`src/rtl/imem_loader_if.sv`:
```
// ----------------------------------------------------------------------------
// imem_loader_if
//   Bundles the byte-stream handshake, the imem write port and the load status
//   lines of the instruction-memory loader.
//   master : byte source / system controller (drives start, in_valid, in_data)
//   slave  : the loader (drives in_ready, mem_*, cpu_hold, done, error)
//   Signals:
//     start      1       pulse: begin a new load
//     in_valid   1       stream byte valid
//     in_data    8       stream byte
//     in_ready   1       loader accepts byte
//     mem_we     1       imem write strobe
//     mem_addr   ADDR_W  imem word address
//     mem_wdata  32      imem write data
//     cpu_hold   1       core must stay stalled
//     done       1       load completed (level)
//     error      1       header word count too large (level)
// ----------------------------------------------------------------------------
interface imem_loader_if #(
    parameter int ADDR_W = 10
);
    logic              start;
    logic              in_valid;
    logic [7:0]        in_data;
    logic              in_ready;
    logic              mem_we;
    logic [ADDR_W-1:0] mem_addr;
    logic [31:0]       mem_wdata;
    logic              cpu_hold;
    logic              done;
    logic              error;

    modport master (
        output start, in_valid, in_data,
        input  in_ready, mem_we, mem_addr, mem_wdata, cpu_hold, done, error
    );

    modport slave (
        input  start, in_valid, in_data,
        output in_ready, mem_we, mem_addr, mem_wdata, cpu_hold, done, error
    );
endinterface

```
`src/rtl/imem_loader.sv`:
```
// ----------------------------------------------------------------------------
// imem_loader
//   Receives a program as a little-endian byte stream and writes it into the
//   instruction memory as 32-bit words at sequential addresses from 0.
//   Stream: LEN0, LEN1 (16-bit word count N), then N words, LSB byte first.
//   The core is held (cpu_hold) while a load runs and after a failed load.
//   Ports:
//     clk    in  clock, posedge
//     rst_n  in  synchronous active-low reset
//     bus    slave side of imem_loader_if (stream in, imem write out, status)
//   All outputs are registered.
// ----------------------------------------------------------------------------
module imem_loader #(
    parameter int ADDR_W = 10,
    parameter int DEPTH  = 1024
) (
    input  logic          clk,
    input  logic          rst_n,
    imem_loader_if.slave  bus
);
    localparam int CNT_W = $clog2(DEPTH + 1);

    typedef enum logic [2:0] {
        S_IDLE,
        S_LEN0,
        S_LEN1,
        S_DATA,
        S_DONE,
        S_ERR
    } state_t;

    state_t            state, state_nx;

    // registered outputs
    logic              in_ready_q, in_ready_nx;
    logic              mem_we_q, mem_we_nx;
    logic [ADDR_W-1:0] mem_addr_q, mem_addr_nx;
    logic [31:0]       mem_wdata_q, mem_wdata_nx;
    logic              cpu_hold_q, cpu_hold_nx;
    logic              done_q, done_nx;
    logic              error_q, error_nx;

    // datapath state
    logic [7:0]        len_lo, len_lo_nx;
    logic [23:0]       wbuf, wbuf_nx;      // lanes 0..2 of the word in flight
    logic [1:0]        bidx, bidx_nx;
    logic [CNT_W-1:0]  rem, rem_nx;        // words still to be received
    logic [ADDR_W-1:0] waddr, waddr_nx;    // address of the next word

    logic              xfer;
    logic [15:0]       nwords;

    assign xfer   = bus.in_valid & in_ready_q;
    assign nwords = {bus.in_data, len_lo};

    assign bus.in_ready  = in_ready_q;
    assign bus.mem_we    = mem_we_q;
    assign bus.mem_addr  = mem_addr_q;
    assign bus.mem_wdata = mem_wdata_q;
    assign bus.cpu_hold  = cpu_hold_q;
    assign bus.done      = done_q;
    assign bus.error     = error_q;

    always_ff @(posedge clk) begin
        if (!rst_n) begin
            state       <= S_IDLE;
            in_ready_q  <= 1'b0;
            mem_we_q    <= 1'b0;
            mem_addr_q  <= '0;
            mem_wdata_q <= '0;
            cpu_hold_q  <= 1'b0;
            done_q      <= 1'b0;
            error_q     <= 1'b0;
            len_lo      <= '0;
            wbuf        <= '0;
            bidx        <= '0;
            rem         <= '0;
            waddr       <= '0;
        end else begin
            state       <= state_nx;
            in_ready_q  <= in_ready_nx;
            mem_we_q    <= mem_we_nx;
            mem_addr_q  <= mem_addr_nx;
            mem_wdata_q <= mem_wdata_nx;
            cpu_hold_q  <= cpu_hold_nx;
            done_q      <= done_nx;
            error_q     <= error_nx;
            len_lo      <= len_lo_nx;
            wbuf        <= wbuf_nx;
            bidx        <= bidx_nx;
            rem         <= rem_nx;
            waddr       <= waddr_nx;
        end
    end

    always_comb begin
        state_nx     = state;
        in_ready_nx  = in_ready_q;
        mem_we_nx    = 1'b0;               // write strobe is a one-cycle pulse
        mem_addr_nx  = mem_addr_q;
        mem_wdata_nx = mem_wdata_q;
        cpu_hold_nx  = cpu_hold_q;
        done_nx      = done_q;
        error_nx     = error_q;
        len_lo_nx    = len_lo;
        wbuf_nx      = wbuf;
        bidx_nx      = bidx;
        rem_nx       = rem;
        waddr_nx     = waddr;

        case (state)
            S_IDLE, S_DONE, S_ERR: begin
                if (bus.start) begin
                    state_nx    = S_LEN0;
                    in_ready_nx = 1'b1;
                    cpu_hold_nx = 1'b1;
                    done_nx     = 1'b0;
                    error_nx    = 1'b0;
                    mem_addr_nx = '0;
                    waddr_nx    = '0;
                    bidx_nx     = '0;
                end
            end

            S_LEN0: begin
                if (xfer) begin
                    len_lo_nx = bus.in_data;
                    state_nx  = S_LEN1;
                end
            end

            S_LEN1: begin
                if (xfer) begin
                    if (nwords == 16'd0) begin
                        state_nx    = S_DONE;
                        in_ready_nx = 1'b0;
                        cpu_hold_nx = 1'b0;
                        done_nx     = 1'b1;
                    end else if ({16'd0, nwords} > 32'(DEPTH)) begin
                        state_nx    = S_ERR;
                        in_ready_nx = 1'b0;
                        error_nx    = 1'b1;
                    end else begin
                        state_nx = S_DATA;
                        bidx_nx  = '0;
                        rem_nx   = CNT_W'(nwords);
                    end
                end
            end

            S_DATA: begin
                // in_ready drops only after the last byte has been taken; the
                // following cycle is the final write, after which the load ends.
                if (!in_ready_q) begin
                    state_nx    = S_DONE;
                    cpu_hold_nx = 1'b0;
                    done_nx     = 1'b1;
                end else if (xfer) begin
                    bidx_nx = bidx + 2'd1;
                    case (bidx)
                        2'd0: wbuf_nx[7:0]   = bus.in_data;
                        2'd1: wbuf_nx[15:8]  = bus.in_data;
                        2'd2: wbuf_nx[23:16] = bus.in_data;
                        default: begin
                            mem_we_nx    = 1'b1;
                            mem_wdata_nx = {bus.in_data, wbuf};
                            mem_addr_nx  = waddr;
                            waddr_nx     = waddr + ADDR_W'(1);
                            rem_nx       = rem - CNT_W'(1);
                            if (rem == CNT_W'(1))
                                in_ready_nx = 1'b0;
                        end
                    endcase
                end
            end

            default: begin
                state_nx = S_IDLE;
            end
        endcase
    end
endmodule

```
`src/flat_wrapper.sv`:
```
// flat-port wrapper written by rule: the top's interface ports become plain ports
module imem_loader_flat 
#(
    parameter int ADDR_W = 10,
    parameter int DEPTH  = 1024
)
  (clk, rst_n, bus_start, bus_in_valid, bus_in_data, bus_in_ready, bus_mem_we, bus_mem_addr, bus_mem_wdata, bus_cpu_hold, bus_done, bus_error);
  imem_loader_if #(.ADDR_W(ADDR_W)) bus_i ();
  input  logic clk;
  input  logic rst_n;
  input wire logic [$bits(bus_i.start)-1:0] bus_start;
  input wire logic [$bits(bus_i.in_valid)-1:0] bus_in_valid;
  input wire logic [$bits(bus_i.in_data)-1:0] bus_in_data;
  output wire logic [$bits(bus_i.in_ready)-1:0] bus_in_ready;
  output wire logic [$bits(bus_i.mem_we)-1:0] bus_mem_we;
  output wire logic [$bits(bus_i.mem_addr)-1:0] bus_mem_addr;
  output wire logic [$bits(bus_i.mem_wdata)-1:0] bus_mem_wdata;
  output wire logic [$bits(bus_i.cpu_hold)-1:0] bus_cpu_hold;
  output wire logic [$bits(bus_i.done)-1:0] bus_done;
  output wire logic [$bits(bus_i.error)-1:0] bus_error;
  assign bus_i.start = bus_start;
  assign bus_i.in_valid = bus_in_valid;
  assign bus_i.in_data = bus_in_data;
  assign bus_in_ready = bus_i.in_ready;
  assign bus_mem_we = bus_i.mem_we;
  assign bus_mem_addr = bus_i.mem_addr;
  assign bus_mem_wdata = bus_i.mem_wdata;
  assign bus_cpu_hold = bus_i.cpu_hold;
  assign bus_done = bus_i.done;
  assign bus_error = bus_i.error;
  imem_loader #(.ADDR_W(ADDR_W), .DEPTH(DEPTH)) u_core (.clk(clk), .rst_n(rst_n), .bus(bus_i));
endmodule
```
`config.mk`:
```
export PLATFORM = sky130hd
export DESIGN_NAME = imem_loader_flat
export DESIGN_NICKNAME = d
export VERILOG_FILES = /design/src/rtl/imem_loader_if.sv /design/src/rtl/imem_loader.sv /design/src/flat_wrapper.sv
export SDC_FILE = /design/constraint.sdc
export NUM_CORES = 1
export LEC_CHECK = 0
export BUFFER_PORTS_ARGS = -buffer_cell sky130_fd_sc_hd__buf_2
export CAP_MARGIN = 20
export CORE_UTILIZATION = 51
export DETAILED_ROUTE_END_ITERATION = 10
export GPL_TIMING_DRIVEN = 0
export PLACE_DENSITY = 0.75
export SYNTH_ARGS = -nofsm -noshare
export SYNTH_HDL_FRONTEND = slang
export SYNTH_SLANG_ARGS = --single-unit
```
`constraint.sdc`:
```
create_clock -name clk -period 1.75 [get_ports clk]
set_clock_uncertainty 0.15 [all_clocks]
set_input_delay 0.175 -clock clk [delete_from_list [all_inputs] [get_ports clk]]
set_output_delay 0.175 -clock clk [all_outputs]
set_load 0.05 [all_outputs]
```
=== Yosys cells after proc, flatten, opt, wreduce, memory -nomap -nowiden ===
Index checks and enable logic that the tools add are counted.

* Register bits after elaboration: 105
* Logic and storage cells: 116
* Output and inout port bits: 47
* Input bits: 12

* Reduce and logical (&&, ||, !) cells: 22
* Magnitude comparators: 1
* Bitwise operators: 2
* Muxes and demuxes: 53
* Equality and inequality tests: 20
* $add $sub $neg: 3

{| class="wikitable"
|+ Operators by type and width
! cell !! number
|-
| 2-to-1 mux 10 bit || 7
|-
| 2-to-1 mux 11 bit || 6
|-
| case mux 10 bit (2 select lines) || 2
|-
| AND reduction 4 bit || 7
|-
| case mux 11 bit (2 select lines) || 1
|-
| 2-to-1 mux 1 bit || 19
|-
| 2-to-1 mux 3 bit || 6
|-
| > comparator 16 x 11 -> 1 bit, second input constant || 1
|-
| zero test 16 bit || 1
|-
| AND reduction 5 bit || 3
|-
| AND reduction 7 bit || 2
|-
| 2-to-1 mux 2 bit || 6
|-
| != test 2 x 1 -> 1 bit, second input constant || 6
|-
| case mux 3 bit (4 select lines) || 1
|-
| == test 11 x 1 -> 1 bit, second input constant || 1
|-
| subtractor 11 x 1 -> 11 bit, second input constant || 1
|-
| adder 10 x 1 -> 10 bit, second input constant || 1
|-
| != test 2 bit, second input constant || 5
|-
| case mux 1 bit (3 select lines) || 3
|-
| == test 3 x 2 -> 1 bit, second input constant || 2
|-
| == test 3 bit, second input constant || 2
|-
| case mux 2 bit (3 select lines) || 1
|-
| nonzero test 2 bit || 3
|-
| OR reduction 3 bit || 2
|-
| other kinds (12) || 12
|}

=== Logic depth before layout (Yosys ltp) ===
* Depth in word-level cells: 6
* Gate-level depth with buffers: 8

=== Worst setup path after synthesis ===
No wires, ideal clock.

* Path type: register to register
* Start: register u_core.in_ready_q (netlist: u_core.bus.in_ready)
* End: register u_core.rem[10]
* Data arrival time: 1.797 ns
* Cell stages (with the launch flop): 8
* Path buffers: 2
* Data required time: 1.483 ns
* Setup slack: -0.314 ns
* Cell sequence: dfxtp_1 -> nand4b_1 -> nor2_2 -> a31o_1 -> buf_6 -> buf_12 -> mux2i_1 -> nor2_1

* Longest elaborated chain between the ends: 3
* Elaborated cells on any way between the ends: 5
* Classes of those cells: eq/ne: 3; bitwise: 1; reduce/logical: 1

{| class="wikitable"
|+ Ends and longest elaborated chain
! item !! line !! text
|-
| start: declaration || imem_loader.sv:35 || <nowiki>logic in_ready_q, in_ready_nx;</nowiki>
|-
| start signal: assignment || imem_loader.sv:81 || <nowiki>in_ready_q <= in_ready_nx;</nowiki>
|-
| bitwise AND 1 bit || imem_loader.sv:53 || <nowiki>assign xfer = bus.in_valid & in_ready_q;</nowiki>
|-
| != test 2 x 1 -> 1 bit (no line) || n/a ||
|-
| AND reduction 7 bit (no line) * || n/a ||
|-
| end signal: assignment || imem_loader.sv:91 || <nowiki>rem <= rem_nx;</nowiki>
|-
| end: declaration || imem_loader.sv:47 || <nowiki>logic [CNT_W-1:0] rem, rem_nx;</nowiki>
|}

Every way passes the cells marked *; elsewhere a longest branch is shown, timed or not.
A chain may end at the register's enable or synchronous reset.

=== Final worst setup path ===
* Start: register u_core.rem[1]
* End: register u_core.rem[10]

* Longest elaborated chain between the ends: 5

{| class="wikitable"
|+ Ends and longest elaborated chain
! item !! line !! text
|-
| subtractor 11 x 1 -> 11 bit || imem_loader.sv:169 || <nowiki>rem_nx = rem - CNT_W'(1);</nowiki>
|-
| 2-to-1 mux 11 bit || imem_loader.sv:160 || <nowiki>case (bidx)</nowiki>
|-
| 2-to-1 mux 11 bit || imem_loader.sv:158 || <nowiki>end else if (xfer) begin</nowiki>
|-
| 2-to-1 mux 11 bit || imem_loader.sv:154 || <nowiki>if (!in_ready_q) begin</nowiki>
|-
| case mux 11 bit (2 select lines) || imem_loader.sv:111 || <nowiki>case (state)</nowiki>
|}

Every way passes these cells. The select of a mux whose other input is x is not followed.

==> impl_metrics.env <==
export IMPL_grt_max_degree=18
export IMPL_htree_levels=3
export IMPL_path_clk_slew_ns=0.10
export IMPL_initial_utilization=0.533
export IMPL_syn_to_final_growth_pct=32.8
export IMPL_fin_tns_setup_ns=-6.35
export IMPL_drt_iter0_markers=345
export IMPL_ys_warn_count=0
export IMPL_synth_top_area_share=0.473
export IMPL_max_clock_freq_mhz=484
export IMPL_hold_viol_final=0
export IMPL_cts_root_buffer="clkbuf_8"
export IMPL_syn_area_mm2=0.00444
export IMPL_fillers=621
export IMPL_place_area_mm2=0.00486
export IMPL_drtAntennaViolNets=0
export IMPL_holdCritPathClass="input port to register"
export IMPL_syn_avg_cell_area_um2=8.07
export IMPL_clk_insertion_delay_late_ns=0.36
export IMPL_viasPerCell=5.82
export IMPL_synth_ff_type="dfxtp_1"
export IMPL_setup_viol=82
export IMPL_design_die_area_mm2=0.00909
export IMPL_crit_path_start_kind="register"
export IMPL_rows=33
export IMPL_maxSlewHeadroom=0.571
export IMPL_slowest_delay_ns=0.32
export IMPL_final_util=0.708
export IMPL_final_nets=672
export IMPL_grt_pass1_vias=3868
export IMPL_via_count=4440
export IMPL_yosys_top_cells_area="dfxtp_1 47%, nand2_1 11%, a21oi_1 9.0%"
export IMPL_boundaryPins=59
export IMPL_detail_route_wl_per_cell_um=16.9
export IMPL_grt_setup_unrepaired="yes"
export IMPL_synth_edff_count=0
export IMPL_min_period_ns=2.07
export IMPL_crit_chain="inv_1 > ha_1 > nor3b_2 > nand3_1 > xor2_1 > o21ai_0 > mux2i_1 > nor2_1"
export IMPL_arrival_ns=2.22
export IMPL_drc=0
export IMPL_die_h_um=95.4
export IMPL_maxCapViolations=0
export IMPL_cts_buffer_depth=2
export IMPL_place_ws_ns=-0.355
export IMPL_required_ns=1.90
export IMPL_ys_seq_area_frac=0.473
export IMPL_diodes=0
export IMPL_ir_drop_mv=0.526
export IMPL_cts_buffers=9
export IMPL_synthTopCellsByCount="135 x nand2_1, 105 x dfxtp_1, 80 x a21oi_1, 47 x nand3_1, 36 x nor2_1"
export IMPL_synthArstFlopShare=0
export IMPL_crit_type="register to register"
export IMPL_tightest_slew_ns=0.643
export IMPL_final_cells=763
export IMPL_grt_util_all_layers=0.274
export IMPL_power_density_mw_per_mm2=768
export IMPL_period_share=1.18
export IMPL_endpoint_kind="register"
export IMPL_drive_gt1_frac=0.305
export IMPL_core_mm2=0.00834
export IMPL_grt_pass1_wl_um=18800
export IMPL_cts_tree="done"
export IMPL_leakage_nw=2.31
export IMPL_antenna_found_initial=0
export IMPL_slowest_stage="dfxtp_1"
export IMPL_synth_nets=570
export IMPL_place_inst=712
export IMPL_violations="negative setup slack"
export IMPL_drv_slew=0
export IMPL_globalplace_congestion=0.862
export IMPL_die_w_um=95.4
export IMPL_postLayoutSetupSlackWorst_ns=-0.318
export IMPL_fin_area_mm2=0.00590
export IMPL_status="complete, but fails checks"
export IMPL_place_hpwl_um=7750
export IMPL_synth_seq_cells=105
export IMPL_netlist_instances=551
export IMPL_port_buffers=56
export IMPL_yosysTopAreaCell="dfxtp_1"
export IMPL_overflow=0
export IMPL_critPathMaxFanout=5
export IMPL_drt_wl_total_um=12900
export IMPL_drtPass1Iterations=5
export IMPL_yosysMostFrequentCell="nand2_1"
export IMPL_clkSinkCount=105
export IMPL_synth_cell_types=47
-- final cells by class --
class                      count  area [µm²]  area share
multi-input combinational    403        2520       0.427
sequential                   105        2130       0.362
tap                          105         131      0.0223
clock buffer                  12         166      0.0282
buffer                        32         240      0.0407
timing repair buffer          95         649       0.110
inverter                       7        26.3     0.00445
clock inverter                 4        33.8     0.00572
-- cells by family (layout without fill, tap and decap cells) --
family	Yosys count	after routing	synth area share
and+or+nand+nor	253	253	0.253
AOI/OAI and AO/OA	117	117	0.152
DFF	105	105	0.473
buffers and inverters	43	150	0.0465
muxes	16	16	0.0360
xor gates and xnor gates	10	10	0.0197
adders and majority gates	7	7	0.0197
-- critical path, delay by kind of cell (launching register included) --
| family | cells | cell delay [ns] |
|---|---|---|
| adders and majority gates | 1 | 0.24 |
| and+or+nand+nor | 3 | 0.60 |
| DFF | 1 | 0.32 |
| AOI/OAI and AO/OA | 1 | 0.25 |
| muxes | 1 | 0.13 |
| buffers and inverters | 1 | 0.15 |
| xor gates and xnor gates | 1 | 0.17 |
-- final timing paths --
kind	start	endpoint	slack (ns)	cells past startpoint
worst max-delay path	u_core.rem[1]	u_core.rem[10]	-0.32	8
worst min-delay path	bus_in_data[4]	u_core.len_lo[4]	0.03	3
worst max register to register	u_core.rem[1]	u_core.rem[10]	-0.32	8
worst min register to register	u_core.wbuf[2]	u_core.bus.mem_wdata[2]	0.30	2
-- state kept, by name (all words and copies together), names as in the netlist --
| name | flops |
|---|---|
| u_core.bidx | 2 |
| u_core.bus.cpu_hold | 1 |
| u_core.bus.done | 1 |
| u_core.bus.error | 1 |
| u_core.bus.in_ready | 1 |
| u_core.bus.mem_addr | 10 |
| u_core.bus.mem_wdata | 32 |
| u_core.bus.mem_we | 1 |
| u_core.len_lo | 8 |
| u_core.rem | 11 |
| u_core.state | 3 |
| u_core.waddr | 10 |
| u_core.wbuf | 24 |
-- repair_timing --
item,4_1_cts,5_1_grt
pin swaps,13,34
endpoints found under the hold margin,24,0
hold buffers,13,0
gates cloned,0,2
resized for setup,64,96
endpoints found under the setup margin,105,100
buffers inserted,15,9
-- per-stage QoR --
step | hold WS, ns | total power [W]
floorplan | 0.161 | 0.00278
global placement | 0.287 | 0.00289
detailed placement | 0.291 | 0.00290
CTS | 0.00183 | 0.00446
global route | 0.0170 | 0.00470
finish | 0.0271 | 0.00453
-- cells in the final DEF (no fill, tap or decap), types with 9 or more instances in the layout --
cell type / count
a21oi_1: 68
a21oi_2: 14
buf_2: 61
buf_4: 20
buf_6: 13
clkbuf_1: 11
clkbuf_8: 10
dfxtp_1: 95
dlygate4sd3_1: 13
mux2i_1: 16
nand2_1: 116
nand2_2: 9
nand3_1: 38
nor2_1: 32
o21ai_0: 9
-- power breakdown --
part | switching [W] | internal (W) | total [W]
sequential | 0.0000360 | 0.00241 | 0.00245
clock | 0.000843 | 0.000658 | 0.00150
combinational | 0.000367 | 0.000215 | 0.000582
-- metal layers --
metal  part of all wire  track usage  wire length, µm
met1               0.41        0.352             5330
met2               0.49        0.443             6270
met3              0.071       0.0654              915
met4              0.032        0.102              417
met5                  0            0                0
(Power assumes the default switching activity.)
